`src/rtl/serial_cmd_pkg.sv`:
```
// Shared definitions for the host command decoder: ASCII codes, parser states, hex helpers.
// Latency: n/a (constants and pure functions only).
// Backpressure: n/a.
package serial_cmd_pkg;

  localparam logic [7:0] ASCII_CR      = 8'h0D;
  localparam logic [7:0] ASCII_LF      = 8'h0A;
  localparam logic [7:0] ASCII_W_UPPER = 8'h57;
  localparam logic [7:0] ASCII_W_LOWER = 8'h77;
  localparam logic [7:0] ASCII_R_UPPER = 8'h52;
  localparam logic [7:0] ASCII_R_LOWER = 8'h72;

  typedef enum logic [3:0] {
    ST_IDLE,
    ST_ADDR_HI,
    ST_ADDR_LO,
    ST_DATA_HI,
    ST_DATA_LO,
    ST_TERM,
    ST_EXEC,
    ST_RD_WAIT,
    ST_REPLY,
    ST_DISCARD
  } state_t;

  typedef struct packed {
    logic       vld;
    logic [3:0] val;
  } nibble_t;

  // Decode one ASCII hex digit (either case); vld=0 for anything else.
  function automatic nibble_t ascii_to_nibble(input logic [7:0] c);
    nibble_t n;
    n.vld = 1'b1;
    n.val = 4'h0;
    if (c >= 8'h30 && c <= 8'h39) begin
      n.val = c[3:0];
    end else if ((c >= 8'h41 && c <= 8'h46) || (c >= 8'h61 && c <= 8'h66)) begin
      // 'A'/'a' have low nibble 1, so adding 9 lands on 10
      n.val = c[3:0] + 4'd9;
    end else begin
      n.vld = 1'b0;
    end
    return n;
  endfunction

  // Encode a nibble as an uppercase ASCII hex digit.
  function automatic logic [7:0] nibble_to_ascii(input logic [3:0] n);
    if (n < 4'd10) begin
      return {4'h3, n};
    end
    return 8'h37 + {4'h0, n};
  endfunction

endpackage

```
`src/rtl/byte_reply_tx.sv`:
```
// Two-entry reply queue feeding the UART transmit handshake; o_done when the queue is empty.
// Latency: first byte no earlier than 1 cycle after load; successive bytes at least 1 idle cycle apart.
// Backpressure: a byte is strobed only while i_txd_ready=1 and no strobe was issued the cycle before.
module byte_reply_tx (
  input  logic       clk,
  input  logic       reset,
  input  logic       i_load,
  input  logic       i_two,
  input  logic [7:0] i_byte0,
  input  logic [7:0] i_byte1,
  input  logic       i_txd_ready,
  output logic [7:0] o_txd,
  output logic       o_txd_strobe,
  output logic       o_done
);

  logic [7:0] r_q0;
  logic [7:0] r_q1;
  logic [7:0] r_txd;
  logic [1:0] r_cnt;
  logic       r_stb_d;
  logic       r_fresh;
  logic       w_fire;

  // r_fresh holds off the first byte for a cycle after loading; r_stb_d gives
  // the UART a cycle to drop ready after each strobe.
  assign w_fire       = !reset && (r_cnt != 2'd0) && !r_fresh && !r_stb_d && i_txd_ready;
  assign o_txd_strobe = w_fire;
  assign o_txd        = w_fire ? r_q0 : r_txd;
  assign o_done       = (r_cnt == 2'd0);

  // Queue load, shift-out on each strobe, and hold of the last transmitted byte.
  always_ff @(posedge clk) begin
    if (reset) begin
      r_q0    <= 8'h00;
      r_q1    <= 8'h00;
      r_txd   <= 8'h00;
      r_cnt   <= 2'd0;
      r_stb_d <= 1'b0;
      r_fresh <= 1'b0;
    end else begin
      r_stb_d <= w_fire;
      r_fresh <= i_load;
      if (i_load) begin
        r_q0  <= i_byte0;
        r_q1  <= i_byte1;
        r_cnt <= i_two ? 2'd2 : 2'd1;
      end else if (w_fire) begin
        r_txd <= r_q0;
        r_q0  <= r_q1;
        r_cnt <= r_cnt - 2'd1;
      end
    end
  end

endmodule

```
`src/rtl/serial_cmd_decoder.sv`:
```
// Parses ASCII hex W/R command lines into register write/read strobes and queues short ASCII replies.
// Latency: wr/rd strobe 1 cycle after the terminator byte; read data captured the cycle after rd_strobe.
// Backpressure: none on input (bytes during a reply are dropped); reply bytes wait on txd_ready.
module serial_cmd_decoder
  import serial_cmd_pkg::*;
#(
  parameter logic [7:0]  ACK_CHAR = 8'h4B,
  parameter logic [7:0]  ERR_CHAR = 8'h3F,
  parameter int unsigned TIMEOUT  = 120_000_000
) (
  input  logic       clk,
  input  logic       reset,
  input  logic [7:0] rxd,
  input  logic       rxd_strobe,
  output logic [7:0] txd,
  output logic       txd_strobe,
  input  logic       txd_ready,
  output logic [7:0] reg_addr,
  output logic [7:0] wr_data,
  output logic       wr_strobe,
  output logic       rd_strobe,
  input  logic [7:0] rd_data
);

  state_t      r_state;
  logic        r_is_wr;
  logic [7:0]  r_addr;
  logic [7:0]  r_data;
  logic [31:0] r_tcnt;

  state_t      w_state_nxt;
  logic        w_is_wr_nxt;
  logic [7:0]  w_addr_nxt;
  logic [7:0]  w_data_nxt;
  logic        w_load;
  logic        w_two;
  logic [7:0]  w_b0;
  logic [7:0]  w_b1;
  logic        w_done;
  logic        w_term;
  logic        w_counting;
  logic        w_tmo;
  nibble_t     w_nib;

  assign w_nib      = ascii_to_nibble(rxd);
  assign w_term     = (rxd == ASCII_CR) || (rxd == ASCII_LF);
  assign w_counting = r_state inside {ST_ADDR_HI, ST_ADDR_LO, ST_DATA_HI,
                                      ST_DATA_LO, ST_TERM, ST_DISCARD};
  // A byte arriving in the expiry cycle wins over the timeout.
  assign w_tmo      = (TIMEOUT != 0) && w_counting && !rxd_strobe && (r_tcnt == TIMEOUT);

  assign wr_strobe = (r_state == ST_EXEC) && r_is_wr;
  assign rd_strobe = (r_state == ST_EXEC) && !r_is_wr;
  assign reg_addr  = r_addr;
  assign wr_data   = r_data;

  // Parser state and the address/data shift registers.
  always_ff @(posedge clk) begin
    if (reset) begin
      r_state <= ST_IDLE;
      r_is_wr <= 1'b0;
      r_addr  <= 8'h00;
      r_data  <= 8'h00;
    end else begin
      r_state <= w_state_nxt;
      r_is_wr <= w_is_wr_nxt;
      r_addr  <= w_addr_nxt;
      r_data  <= w_data_nxt;
    end
  end

  // Idle-timeout counter: cleared by every received byte and outside the mid-line states.
  always_ff @(posedge clk) begin
    if (reset || !w_counting || rxd_strobe || w_tmo || (TIMEOUT == 0)) begin
      r_tcnt <= 32'd0;
    end else begin
      r_tcnt <= r_tcnt + 32'd1;
    end
  end

  // Next-state decode, nibble shifting and reply queue loading.
  always_comb begin
    w_state_nxt = r_state;
    w_is_wr_nxt = r_is_wr;
    w_addr_nxt  = r_addr;
    w_data_nxt  = r_data;
    w_load      = 1'b0;
    w_two       = 1'b0;
    w_b0        = ERR_CHAR;
    w_b1        = 8'h00;
    unique case (r_state)
      ST_IDLE: begin
        if (rxd_strobe && !w_term) begin
          if (rxd == ASCII_W_UPPER || rxd == ASCII_W_LOWER) begin
            w_is_wr_nxt = 1'b1;
            w_state_nxt = ST_ADDR_HI;
          end else if (rxd == ASCII_R_UPPER || rxd == ASCII_R_LOWER) begin
            w_is_wr_nxt = 1'b0;
            w_state_nxt = ST_ADDR_HI;
          end else begin
            w_state_nxt = ST_DISCARD;
          end
        end
      end
      ST_ADDR_HI, ST_ADDR_LO, ST_DATA_HI, ST_DATA_LO: begin
        if (rxd_strobe) begin
          if (w_nib.vld) begin
            if (r_state == ST_ADDR_HI || r_state == ST_ADDR_LO) begin
              w_addr_nxt = {r_addr[3:0], w_nib.val};
            end else begin
              w_data_nxt = {r_data[3:0], w_nib.val};
            end
            case (r_state)
              ST_ADDR_HI: w_state_nxt = ST_ADDR_LO;
              ST_ADDR_LO: w_state_nxt = r_is_wr ? ST_DATA_HI : ST_TERM;
              ST_DATA_HI: w_state_nxt = ST_DATA_LO;
              default:    w_state_nxt = ST_TERM;
            endcase
          end else if (w_term) begin
            // Short line: the host already ended it, so answer right away.
            w_load      = 1'b1;
            w_state_nxt = ST_REPLY;
          end else begin
            w_state_nxt = ST_DISCARD;
          end
        end
      end
      ST_TERM: begin
        if (rxd_strobe) begin
          w_state_nxt = w_term ? ST_EXEC : ST_DISCARD;
        end
      end
      ST_EXEC: begin
        if (r_is_wr) begin
          w_load      = 1'b1;
          w_b0        = ACK_CHAR;
          w_state_nxt = ST_REPLY;
        end else begin
          w_state_nxt = ST_RD_WAIT;
        end
      end
      ST_RD_WAIT: begin
        w_load      = 1'b1;
        w_two       = 1'b1;
        w_b0        = nibble_to_ascii(rd_data[7:4]);
        w_b1        = nibble_to_ascii(rd_data[3:0]);
        w_state_nxt = ST_REPLY;
      end
      ST_REPLY: begin
        if (w_done) begin
          w_state_nxt = ST_IDLE;
        end
      end
      ST_DISCARD: begin
        if (rxd_strobe && w_term) begin
          w_load      = 1'b1;
          w_state_nxt = ST_REPLY;
        end
      end
      default: w_state_nxt = ST_IDLE;
    endcase
    if (w_tmo) begin
      w_state_nxt = ST_IDLE;
    end
  end

  byte_reply_tx u_reply_tx (
    .clk          (clk),
    .reset        (reset),
    .i_load       (w_load),
    .i_two        (w_two),
    .i_byte0      (w_b0),
    .i_byte1      (w_b1),
    .i_txd_ready  (txd_ready),
    .o_txd        (txd),
    .o_txd_strobe (txd_strobe),
    .o_done       (w_done)
  );

endmodule

```
`config.mk`:
```
export PLATFORM = sky130hd
export DESIGN_NAME = serial_cmd_decoder
export DESIGN_NICKNAME = d
export VERILOG_FILES = /design/src/rtl/serial_cmd_pkg.sv /design/src/rtl/byte_reply_tx.sv /design/src/rtl/serial_cmd_decoder.sv
export SDC_FILE = /design/constraint.sdc
export NUM_CORES = 1
export LEC_CHECK = 0
export CORE_MARGIN = 1
export CORE_UTILIZATION = 45
export DETAILED_ROUTE_END_ITERATION = 10
export PLACE_DENSITY = 0.66
export RECOVER_POWER = 50
export SLEW_MARGIN = 0
export SYNTH_ARGS = -nofsm -noshare
export SYNTH_HDL_FRONTEND = slang
export SYNTH_SLANG_ARGS = --single-unit
```
`constraint.sdc`:
```
create_clock -name clk -period 3.5 [get_ports clk]
set_input_delay 0.7 -clock clk [delete_from_list [all_inputs] [get_ports clk]]
set_output_delay 0.7 -clock clk [all_outputs]
set_load 0.05 [all_outputs]
```
==> flow_metrics.tcl <==
set metrics [dict create \
    synth_seq_cells 79 \
    min_period_over_period_pct 93.15 \
    path_cells "clkdlybuf4s50_1, nor4_1, and2_1, mux2_2, buf_4" \
    async_flop_share_pct 0 \
    fmax_ghz 0.3067 \
    place.gp.congestion 0.8841 \
    synth-seq-area-share_pct 38.95 \
    reg2reg_depth 8 \
    antenna_found_initial 0 \
    skew_ns 0.01161 \
    crit_type "in -> out" \
    numPortBuffers 46 \
    num_vias 3623 \
    cp-start-kind "input port" \
    status "finished clean" \
    cts_setup_buffers 0 \
    critPathTopFamily "simple AND/OR/NAND/NOR gates" \
    fin_nets 548 \
    syn_area_sq_um 4060 \
    fin_ws_ns 0.2397 \
    setup_viol 0 \
    max_slew_margin_pct 49.03 \
    syn_inst 471 \
    multi_input_area_sq_um 2307 \
    tightest_slew_ns 0.7587 \
    grtUsageTotal_pct 20.87 \
    ys.flop_type "dfxtp_1" \
    drt_iter0_drc 240 \
    cts_root_buf "clkbuf_8" \
    grt_pass1_wl_um 16150 \
    drive_gt1_share_pct 10.69 \
    area_growth_pct 20.22 \
    path_clk_slew_ns 0.08 \
    fp.dieH_um 96.99 \
    rsz0062_at_grt "no" \
    whs_path_depth 2 \
    core_area_sq_um 8721 \
    htree_levels 3 \
    seqCellArea_sq_um 1582 \
    grt_pass1_vias 3426 \
    dpl-instance-area_sq_um 4643 \
    synth_edf_count 0 \
    ant_nets 0 \
    clock_sinks 79 \
    start_util_pct 46.56 \
    viasPerCell 5.733 \
    hp-start "u_reply_tx.r_txd[7]" \
    ios 47 \
    die_x_um 96.99 \
    reg2reg_slack_ns 0.92 \
    power.density_nw_per_um2 388.4 \
    cts_tree "done" \
    syn_area_per_cell_sq_um 8.620 \
    min_period_ns 3.260 \
    slowest_stage "and2_1" \
    drtPass1Iterations 4 \
    final.setup.tns_ns 0 \
    yosysWarnings 0 \
    hold_end "u_reply_tx.r_txd[7]" \
    grt_overflow 0 \
    postLayoutCoreUtil_pct 55.97 \
    fillers 813 \
    leakage_nw 1.861 \
    power_mw 1.896 \
    hp-class "reg -> reg" \
    stdcell_area_sq_um 4881 \
    reg2reg_from "r_tcnt[0]" \
    clk_latency_ns 0.35 \
    critical_path_buf_inv_count 2 \
    arrival_ns 2.56 \
    wl_per_cell_um 14.94 \
    max_stage_delay_ns 0.52 \
    core.rowCount 34 \
    dp_slack_ns 0.2165 \
    cts.path.max_buffers 2 \
    drc 0 \
    hold_violations 0 \
    totalWireLength_um 9442 \
    dp_hpwl_um 6734 \
    endpoint_kind "primary output" \
    synth_cell_types 62 \
    cts-buffers-inserted 9 \
    peakVddDrop_mv 0.2390 \
    grt_max_degree 32 \
    synthesis.nets 500 \
    die_area_sq_um 9406 \
    cp_data_required_time_ns 2.80 \
    report.final.slew_viol_count 0 \
    cap_violations 0 \
    r2r-end "r_tcnt[22]" \
    diodes 0 \
    crit_fanout 10 \
]
[metrics by stage]
stage	hold WS (ns)	cells
2_1_floorplan	0.4074	471
3_3_place_gp	0.4281	616
3_5_place_dp	0.4261	616
4_1_cts	0.4395	632
6_report	0.4415	632
5_1_grt	0.4553	632
[power by group]
group | internal (mW) | switching [mW] | total (mW)
clock network | 0.481 | 0.329 | 0.810
logic | 0.0717 | 0.0959 | 0.168
registers | 0.904 | 0.0141 | 0.918
total | 1.46 | 0.439 | 1.90
[timing repair]
item,in CTS,in global routing
hold buffers,0,0
endpoints found under the setup margin,0,1
gates resized for setup,0,1
[cell usage in the layout, fill, tap and decap left out, types with 3 or more instances in the layout]
master	instances
nor4_1	10
nor3b_1	3
dfxtp_1	79
nand4_1	12
xor2_1	26
a31o_2	4
nand3_1	18
and3_1	10
xnor2_1	11
mux2_2	8
o211a_1	7
a211oi_1	12
dlygate4sd3_1	17
o21a_1	3
inv_1	21
clkbuf_8	13
a21oi_1	24
nor4b_1	3
clkdlybuf4s50_1	19
clkbuf_1	3
o21ai_0	17
nand2_1	40
o21bai_1	8
ha_1	9
o32ai_1	3
nor2_1	50
buf_4	18
mux2i_1	11
or3_1	6
nor3_1	12
[metal layers]
metal	up-vias	track usage, %	share of wire (%)
li1	1796	-	-
met1	1724	27.40	46
met2	88	34.62	48
met3	15	4.408	4.8
met4	0	5.626	1.3
met5	-	0	0
[cell type report]
type                       instances  share of cell area, %
inverter                          21                  1.615
tap                              108                  2.769
sequential                        79                  32.40
clock inverter                     2                  1.230
timing repair buffer              58                  10.97
multi-input combinational        350                  47.27
clock buffer                      14                  3.743
[state kept, by name (all words and copies together), names as in the netlist]
signal / cells
reg_addr: 8
u_reply_tx.r_q1: 7
r_tcnt: 32
r_is_wr: 1
u_reply_tx.r_fresh: 1
u_reply_tx.r_txd: 8
wr_data: 8
r_state: 4
u_reply_tx.r_cnt: 2
u_reply_tx.r_q0: 7
u_reply_tx.r_stb_d: 1
[kinds of logic (layout without fill, tap and decap cells)]
kind of cell / after synthesis / in the layout / synth area share (%)
xor gates and xnor gates: 37 / 37 / 7.981
AOI/OAI and AO/OA: 104 / 104 / 18.31
and+or+nand+nor: 181 / 181 / 22.84
adders and majority gates: 9 / 9 / 2.774
DFF: 79 / 79 / 38.95
muxes: 19 / 19 / 4.931
buffers and inverters: 42 / 95 / 4.222
[cells in the mapped netlist (12+ instances only)]
library cell	instances	area (sq um)
clkbuf_1	16	60.06
o21ai_0	17	85.08
dfxtp_1	79	1582
nand2_1	40	150.1
a21oi_1	24	120.1
xor2_1	26	227.7
a211oi_1	12	90.09
nand4_1	12	75.07
nor3_1	12	60.06
nand3_1	18	90.09
inv_1	21	78.83
nor2_1	50	187.7
[tightest hold or removal path, stage by stage (launching register included)]
cell and delay [ns]:
dfxtp_1 0.32, nand2_1 0.05, a21oi_1 0.03
[how the worst max path moves through the flow]
| stage | start | to | slack (ns) | cells past startpoint |
|---|---|---|---|---|
| after floorplan | reset | txd[7] | 0.1 | 5 |
| after global placement | rxd[0] | u_reply_tx.r_q1[3] | 0.32 | 8 |
| after detailed placement | rxd[0] | u_reply_tx.r_q1[3] | 0.22 | 8 |
| after CTS | r_state[1] | rd_strobe | 0.23 | 3 |
| after global routing | reset | txd[0] | 0.1 | 5 |
| final | reset | txd[6] | 0.24 | 5 |
(Power assumes the default switching activity.)
